==> src/rtl/comb_pipe_alu.sv <==
// rtl/comb_pipe_alu.sv - opcode-selected logic/arith/select datapath in a 2-stage valid/ready pipeline
// Stage 1 holds operands, stage 2 holds results; op_count tallies output transfers.
module comb_pipe_alu #(
  parameter int WIDTH   = 8,
  parameter int SHIFT_W = 3,
  parameter int CNT_W   = 8
) (
  input  logic               clk,
  input  logic               rst_n,
  input  logic               in_valid,
  output logic               in_ready,
  input  logic [2:0]         op,
  input  logic [WIDTH-1:0]   a,
  input  logic [WIDTH-1:0]   b,
  input  logic [SHIFT_W-1:0] c,
  output logic               out_valid,
  input  logic               out_ready,
  output logic [WIDTH-1:0]   x,
  output logic [WIDTH-1:0]   y,
  output logic               carry,
  input  logic               cnt_clr,
  output logic [CNT_W-1:0]   op_count
);

  typedef enum logic [2:0] {
    OP_LOGIC   = 3'd0,
    OP_ADDSHL  = 3'd1,
    OP_SEL     = 3'd2,
    OP_INV     = 3'd3,
    OP_SWAPINC = 3'd4
  } op_e;

  localparam logic [CNT_W-1:0] CNT_MAX = '1;

  logic               s1_valid_q, s1_valid_d;
  logic [2:0]         s1_op_q, s1_op_d;
  logic [WIDTH-1:0]   s1_a_q, s1_a_d;
  logic [WIDTH-1:0]   s1_b_q, s1_b_d;
  logic [SHIFT_W-1:0] s1_c_q, s1_c_d;
  logic               out_valid_q, out_valid_d;
  logic [WIDTH-1:0]   x_q, x_d;
  logic [WIDTH-1:0]   y_q, y_d;
  logic               carry_q, carry_d;
  logic [CNT_W-1:0]   op_count_q, op_count_d;

  logic               s1_adv, s2_adv, out_fire;
  logic [WIDTH:0]     sum;
  logic [WIDTH-1:0]   c_ext;
  logic [WIDTH-1:0]   alu_x, alu_y;
  logic               alu_carry;

  // The select/shift operand is folded into y at operand width.
  if (SHIFT_W >= WIDTH) begin : g_c_trunc
    assign c_ext = s1_c_q[WIDTH-1:0];
  end else begin : g_c_ext
    assign c_ext = {{(WIDTH-SHIFT_W){1'b0}}, s1_c_q};
  end

  assign s2_adv   = !out_valid_q || out_ready;
  assign s1_adv   = !s1_valid_q || s2_adv;
  assign out_fire = out_valid_q && out_ready;

  assign in_ready  = s1_adv;
  assign out_valid = out_valid_q;
  assign x         = x_q;
  assign y         = y_q;
  assign carry     = carry_q;
  assign op_count  = op_count_q;

  always_comb begin
    sum       = {1'b0, s1_a_q} + {1'b0, s1_b_q};
    alu_x     = '0;
    alu_y     = '0;
    alu_carry = 1'b0;
    case (s1_op_q)
      OP_LOGIC: begin
        alu_x = s1_a_q & s1_b_q;
        alu_y = s1_a_q | s1_b_q;
      end
      OP_ADDSHL: begin
        alu_carry = sum[WIDTH];
        alu_x     = (32'(s1_c_q) >= 32'(WIDTH)) ? '0 : (sum[WIDTH-1:0] << s1_c_q);
        alu_y     = (s1_a_q ^ s1_b_q) | c_ext;
      end
      OP_SEL: begin
        alu_x = s1_c_q[0] ? s1_a_q : s1_b_q;
        alu_y = alu_x;
      end
      OP_INV: begin
        alu_x = ~s1_a_q;
        alu_y = ~s1_b_q;
      end
      OP_SWAPINC: begin
        alu_x = s1_b_q + WIDTH'(1);
        alu_y = ~s1_a_q;
      end
      default: ;
    endcase
  end

  always_comb begin
    s1_valid_d  = s1_valid_q;
    s1_op_d     = s1_op_q;
    s1_a_d      = s1_a_q;
    s1_b_d      = s1_b_q;
    s1_c_d      = s1_c_q;
    out_valid_d = out_valid_q;
    x_d         = x_q;
    y_d         = y_q;
    carry_d     = carry_q;
    op_count_d  = op_count_q;

    if (s1_adv) begin
      s1_valid_d = in_valid;
      if (in_valid) begin
        s1_op_d = op;
        s1_a_d  = a;
        s1_b_d  = b;
        s1_c_d  = c;
      end
    end

    // Results only reload when a real beat moves up, so bubbles keep the last value.
    if (s2_adv) begin
      out_valid_d = s1_valid_q;
      if (s1_valid_q) begin
        x_d     = alu_x;
        y_d     = alu_y;
        carry_d = alu_carry;
      end
    end

    if (cnt_clr) begin
      op_count_d = out_fire ? CNT_W'(1) : '0;
    end else if (out_fire && (op_count_q != CNT_MAX)) begin
      op_count_d = op_count_q + CNT_W'(1);
    end
  end

  always_ff @(posedge clk or negedge rst_n) begin
    if (!rst_n) begin
      s1_valid_q  <= 1'b0;
      s1_op_q     <= '0;
      s1_a_q      <= '0;
      s1_b_q      <= '0;
      s1_c_q      <= '0;
      out_valid_q <= 1'b0;
      x_q         <= '0;
      y_q         <= '0;
      carry_q     <= 1'b0;
      op_count_q  <= '0;
    end else begin
      s1_valid_q  <= s1_valid_d;
      s1_op_q     <= s1_op_d;
      s1_a_q      <= s1_a_d;
      s1_b_q      <= s1_b_d;
      s1_c_q      <= s1_c_d;
      out_valid_q <= out_valid_d;
      x_q         <= x_d;
      y_q         <= y_d;
      carry_q     <= carry_d;
      op_count_q  <= op_count_d;
    end
  end

endmodule

==> config.mk <==
export PLATFORM = sky130hd
export DESIGN_NAME = comb_pipe_alu
export DESIGN_NICKNAME = d
export VERILOG_FILES = /design/src/rtl/comb_pipe_alu.sv
export SDC_FILE = /design/constraint.sdc
export NUM_CORES = 1
export LEC_CHECK = 0
export ABC_AREA = 1
export ABC_CLOCK_PERIOD_IN_PS = 2400
export BUFFER_PORTS_ARGS = -buffer_cell sky130_fd_sc_hd__buf_2
export CAP_MARGIN = 40
export CORE_MARGIN = 3
export CORE_UTILIZATION = 57
export CTS_CLUSTER_SIZE = 40
export DETAILED_ROUTE_END_ITERATION = 8
export PLACE_DENSITY_LB_ADDON = 0.15
export SLEW_MARGIN = 15
export SYNTH_ARGS = -nofsm -noshare
export SYNTH_HDL_FRONTEND = slang
export SYNTH_SLANG_ARGS = --single-unit
==> constraint.sdc <==
create_clock -name clk -period 2.4 [get_ports clk]
set_clock_uncertainty 0.2 [all_clocks]
set_input_delay 0.24 -clock clk [delete_from_list [all_inputs] [get_ports clk]]
set_output_delay 0.24 -clock clk [all_outputs]
set_load 0.03 [all_outputs]
**Word-level counts from Yosys, hierarchy flattened**

Index checks and enable logic that the tools add are counted.

- Input port bits: 27
- Word-level logic and storage cells: 42
- Output and inout port bits: 27
- Flip-flop bits (word level): 49

- Multiplexer cells: 7
- Eq/ne operators: 5
- Reductions and logical operators: 10
- Add/sub/neg operators: 3
- Bitwise logic cells: 6
- Shifts and indexed selects: 1

Operator list:

| cell | number |
|---|---|
| one-hot mux 8 bit (5 select lines) | 2 |
| 2-to-1 mux 8 bit | 3 |
| adder 8 x 1 -> 8 bit (second input constant) | 2 |
| NOT 8 bit | 2 |
| adder 8 x 8 -> 9 bit | 1 |
| AND 8 bit | 1 |
| != test 8 bit (second input constant) | 1 |
| bitwise OR 8 x 3 -> 8 bit | 1 |
| bitwise OR 8 bit | 1 |
| left shift 8 x 3 -> 8 bit | 1 |
| bitwise XOR 8 bit | 1 |
| equality test 3 x 2 -> 1 bit (second input constant) | 2 |
| AND reduction 2 bit | 2 |
| equality test 3 x 1 -> 1 bit (second input constant) | 1 |
| equality test 3 bit (second input constant) | 1 |
| logical NOT 3 bit | 1 |
| logical AND 1 bit | 2 |
| logical NOT 1 bit | 2 |
| logical OR 1 bit | 2 |
| 2-to-1 mux 1 bit | 2 |
| nonzero test 2 bit | 1 |

**Longest topological paths before layout**

- Depth in word-level cells: 4
- Mapped depth: 16
- Mapped depth without buffers: 16

**Worst setup path before layout**

No wires, ideal clock.

- Path kind: register to register
- Start point: reg s1_b_q[0]
- End point: reg x_q[6], in the netlist x[6]
- Required time: 2.083 ns
- Cell stages (with the launch flop): 16
- Data arrival time: 1.743 ns
- Clock period less this slack: 2.060 ns
- Slack: 0.340 ns
- Buffers on the path: 0
- Cells stage by stage: dfrtp_1 -> ha_1 -> inv_1 -> fa_1 -> inv_1 -> nand2_1 -> nand2_1 -> nand2_1 -> nand2_1 -> nand3_1 -> o211ai_1 -> nand3_1 -> nand2_1 -> nand2_1 -> nand2_1 -> nand2_1

- Word-level cells in the longest chain between the ends: 3

Ends and longest elaborated chain:

| item | line | RTL |
|---|---|---|
| start: declaration | 38 | `logic [WIDTH-1:0] s1_b_q, s1_b_d;` |
| start signal: assignment | 145 | `s1_b_q <= '0;` |
| start signal: assignment | 156 | `s1_b_q <= s1_b_d;` |
| adder 8 x 8 -> 9 bit | 71 | `sum = {1'b0, s1_a_q} + {1'b0, s1_b_q};` |
| left shift 8 x 3 -> 8 bit | 82 | `alu_x = (32'(s1_c_q) >= 32'(WIDTH)) ? '0 : (sum[WIDTH-1:0] << s1_c_q);` |
| one-hot mux 8 bit (5 select lines) (*) | 75 | `case (s1_op_q)` |
| end signal: assignment | 148 | `x_q <= '0;` |
| end signal: assignment | 159 | `x_q <= x_d;` |
| end: declaration | 41 | `logic [WIDTH-1:0] x_q, x_d;` |

Mark *: on every way between the ends. The rest lies on a longest branch, timed or not.
A chain may end at the register's enable or synchronous reset.

**Final worst setup path**

- Start point: reg s1_a_q[0]
- End point: reg x_q[1], in the netlist x[1]

- Word-level cells in the longest chain between the ends: 3

Ends and longest elaborated chain:

| item | line | RTL |
|---|---|---|
| start: declaration | 37 | `logic [WIDTH-1:0] s1_a_q, s1_a_d;` |
| start signal: assignment | 144 | `s1_a_q <= '0;` |
| start signal: assignment | 155 | `s1_a_q <= s1_a_d;` |
| adder 8 x 8 -> 9 bit | 71 |  |
| left shift 8 x 3 -> 8 bit | 82 |  |
| one-hot mux 8 bit (5 select lines) | 75 |  |

No other way between the ends.

==> impl_metrics.tcl <==
set metrics [dict create \
    cts_max_level 2 \
    via_per_inst 5.73 \
    seqCellArea_um2 1230 \
    post_synth.cell_area_avg_um2 7.20 \
    cpPeakStageDelay_ps 460 \
    tns_ps 0 \
    vias 3549 \
    async_reset_ff_share_pct 100 \
    cts.sinks 49 \
    outcome "complete, but fails checks" \
    initial_core_util_pct 60.0 \
    cp_top_family "adder cells" \
    dp.cells 585 \
    syn-num-nets 513 \
    timing.final.crit_share_pct 95.3 \
    fp-row-count 27 \
    synth_area_leader_cell "dfrtp_1" \
    cp_num_buf_inv 1 \
    cts_tree "built" \
    cp_cell_sequence "ha_2, inv_1, fa_2, o21ai_0, nand2_1, o21ai_2, nor3_2, o21ai_1" \
    cp-end-kind "flip-flop" \
    drv_slew 0 \
    min_period_ps 2290 \
    path_max_fanout 4 \
    max-slew-margin-rel_pct 67.1 \
    ir_worst_vdd_v 0.000403 \
    leakage_nw 2.16 \
    violations "negative hold slack" \
    clk_latency_ps 310 \
    critPathKind "reg2reg" \
    fmax_mhz 437 \
    grt_pass1_wl_um 15600 \
    fp.dieH_um 82.8 \
    cp-start-kind "flip-flop" \
    yosysSeqAreaShare_pct 36.5 \
    slowest_stage "fa_2" \
    totalWireLength_um 9400 \
    yosysMostFrequentCell "nand2_1" \
    clk_pin_slew_ps 90 \
    powerDensity_nw_per_um2 791 \
    grt_usage_pct 27.3 \
    synthTopCellsByArea "dfrtp_1 36%, nand2_1 14%, ha_1 6.7%" \
    crit_arrival_ps 2320 \
    die_w_um 82.8 \
    drc_errors 0 \
    yosys_warnings 0 \
    rsz0062_at_grt "no" \
    core_um2 5610 \
    ys_types 44 \
    synth_edf_count 0 \
    synth_cells 467 \
    root_buffer "clkbuf_8" \
    syn_to_final_growth_pct 21.3 \
    io_pins 54 \
    critPathRequiredTime_ps 2430 \
    hpwl_um 6690 \
    fillCellCount 466 \
    die_area_um2 6860 \
    yosys_register_bits 49 \
    multi_input_area_um2 1860 \
    dr.pass1.iters 5 \
    detailedRoute.firstIterationViolations 394 \
    total_power_mw 3.23 \
    synth_ff_type "dfrtp_1" \
    setup_viol 0 \
    synth.top_cell.area_share_pct 36.5 \
    hold_path.class "in2reg" \
    drv_cap 0 \
    grt_pass1_vias 3392 \
    nets 591 \
    grt_max_degree 30 \
    overflow 0 \
    io_buffers 53 \
    routedWlPerCell_um 15.2 \
    antenna_left 0 \
    drive_gt1_share_pct 21.1 \
    clockBufferDepth 2 \
    hold_viol 1 \
    whs_ps -7.13 \
    dpl_worst_slack_ps 155 \
    yosys-top-cells-count "124 x nand2_1, 51 x inv_1, 49 x dfrtp_1" \
    syn_area_um2 3360 \
    layout_setup_ws_ps 113 \
    gp_congestion 0.969 \
    worst_pin_slew_ps 493 \
    stdcell_count 619 \
    cts_made_buffers 5 \
    antenna_found_initial 0 \
]
[registers in the layout, indices dropped and copies added (netlist names)]
| signal | count |
|---|---|
| carry | 1 |
| out_valid | 1 |
| x | 8 |
| s1_a_q | 8 |
| s1_valid_q | 1 |
| s1_c_q | 3 |
| s1_b_q | 8 |
| y | 8 |
| s1_op_q | 3 |
| op_count | 8 |
[layer usage]
metal	track usage [%]	up-vias	part of all wire (%)
met5	0	-	0
met4	10.7	0	2.7
met3	5.85	31	8.8
met2	45.4	195	48
met1	34.7	1623	40
li1	-	1700	-
[worst min-delay path, stage by stage]
cell,delay [ps]
buf_2,70
nor2_1,30
a21oi_1,110
[through the flow]
stage          instance area, um^2  utilization [%]
2_1_floorplan                 3360                -
3_5_place_dp                  3700             65.9
4_1_cts                       3990             71.2
6_report                      4080             72.8
5_1_grt                       4080             72.7
3_3_place_gp                  3700             65.9
[layout make-up]
class | instances | area share (%)
multi-input cells | 343 | 45.5
flip-flops and latches | 49 | 30.2
repair buffers | 86 | 13.7
inverters | 60 | 5.52
well taps | 72 | 2.21
clock buffers | 7 | 2.12
clock inverters | 1 | 0.736
diodes | 1 | 0.0613
[path summary, 6_finish.rpt]
path / end / startpoint / slack [ps] / cells past startpoint
worst max-delay path: x[1] / s1_a_q[0] / 110 / 8
worst min-delay path: s1_b_q[3] / b[3] / -7 / 3
worst max register to register: x[1] / s1_a_q[0] / 110 / 8
worst min register to register: carry / carry / 280 / 2
max in group asynchronous: s1_b_q[0] / rst_n / 1430 / 3
min in group asynchronous: op_count[7] / rst_n / 260 / 3
[cells by family (layout without fill, tap and decap cells)]
group | Yosys count | count (layout) | share of synthesized area [%]
AND/OR/NAND/NOR | 223 | 223 | 29.4
AO/OA/AOI/OAI | 97 | 97 | 16.6
buffers and inverters | 75 | 154 | 9.15
flip-flops | 49 | 49 | 36.5
adder cells (fa/ha/maj) | 19 | 19 | 7.29
XOR/XNOR | 2 | 2 | 0.521
multiplexers | 2 | 2 | 0.632
other | 0 | 1 | 0
[layout by cell type (no fill, tap or decap), types with 2 or more instances in the layout]
master / n
inv_2: 12
xor2_1: 2
o211ai_1: 3
inv_1: 48
ha_1: 14
a211oi_1: 2
nand2_1: 124
o2111ai_1: 4
o21ai_0: 17
buf_2: 53
clkbuf_8: 6
nor2_4: 2
ha_2: 3
o221ai_1: 2
nor2_1: 41
a21oi_1: 40
dlygate4sd3_1: 18
nand4_1: 4
nor3_1: 8
a31oi_1: 3
buf_4: 15
dfrtp_2: 5
dfrtp_1: 44
nand3_2: 3
nor2_2: 3
nand3_1: 30
o22ai_1: 7
o21ai_1: 12
[timing repair]
item,in CTS,in global routing
resized for setup,0,15
setup endpoints to repair,0,6
setup buffers,0,7
endpoints found under the hold margin,66,0
hold buffers,18,0
[where the power goes]
part | leakage (nW) | total (mW) | switching (mW) | internal, mW
Sequential | 0.596 | 1.14 | 0.146 | 0.989
Combinational | 1.50 | 1.47 | 0.983 | 0.492
Clock | 0.0585 | 0.615 | 0.275 | 0.340
Power figures use the tool's default switching activity.
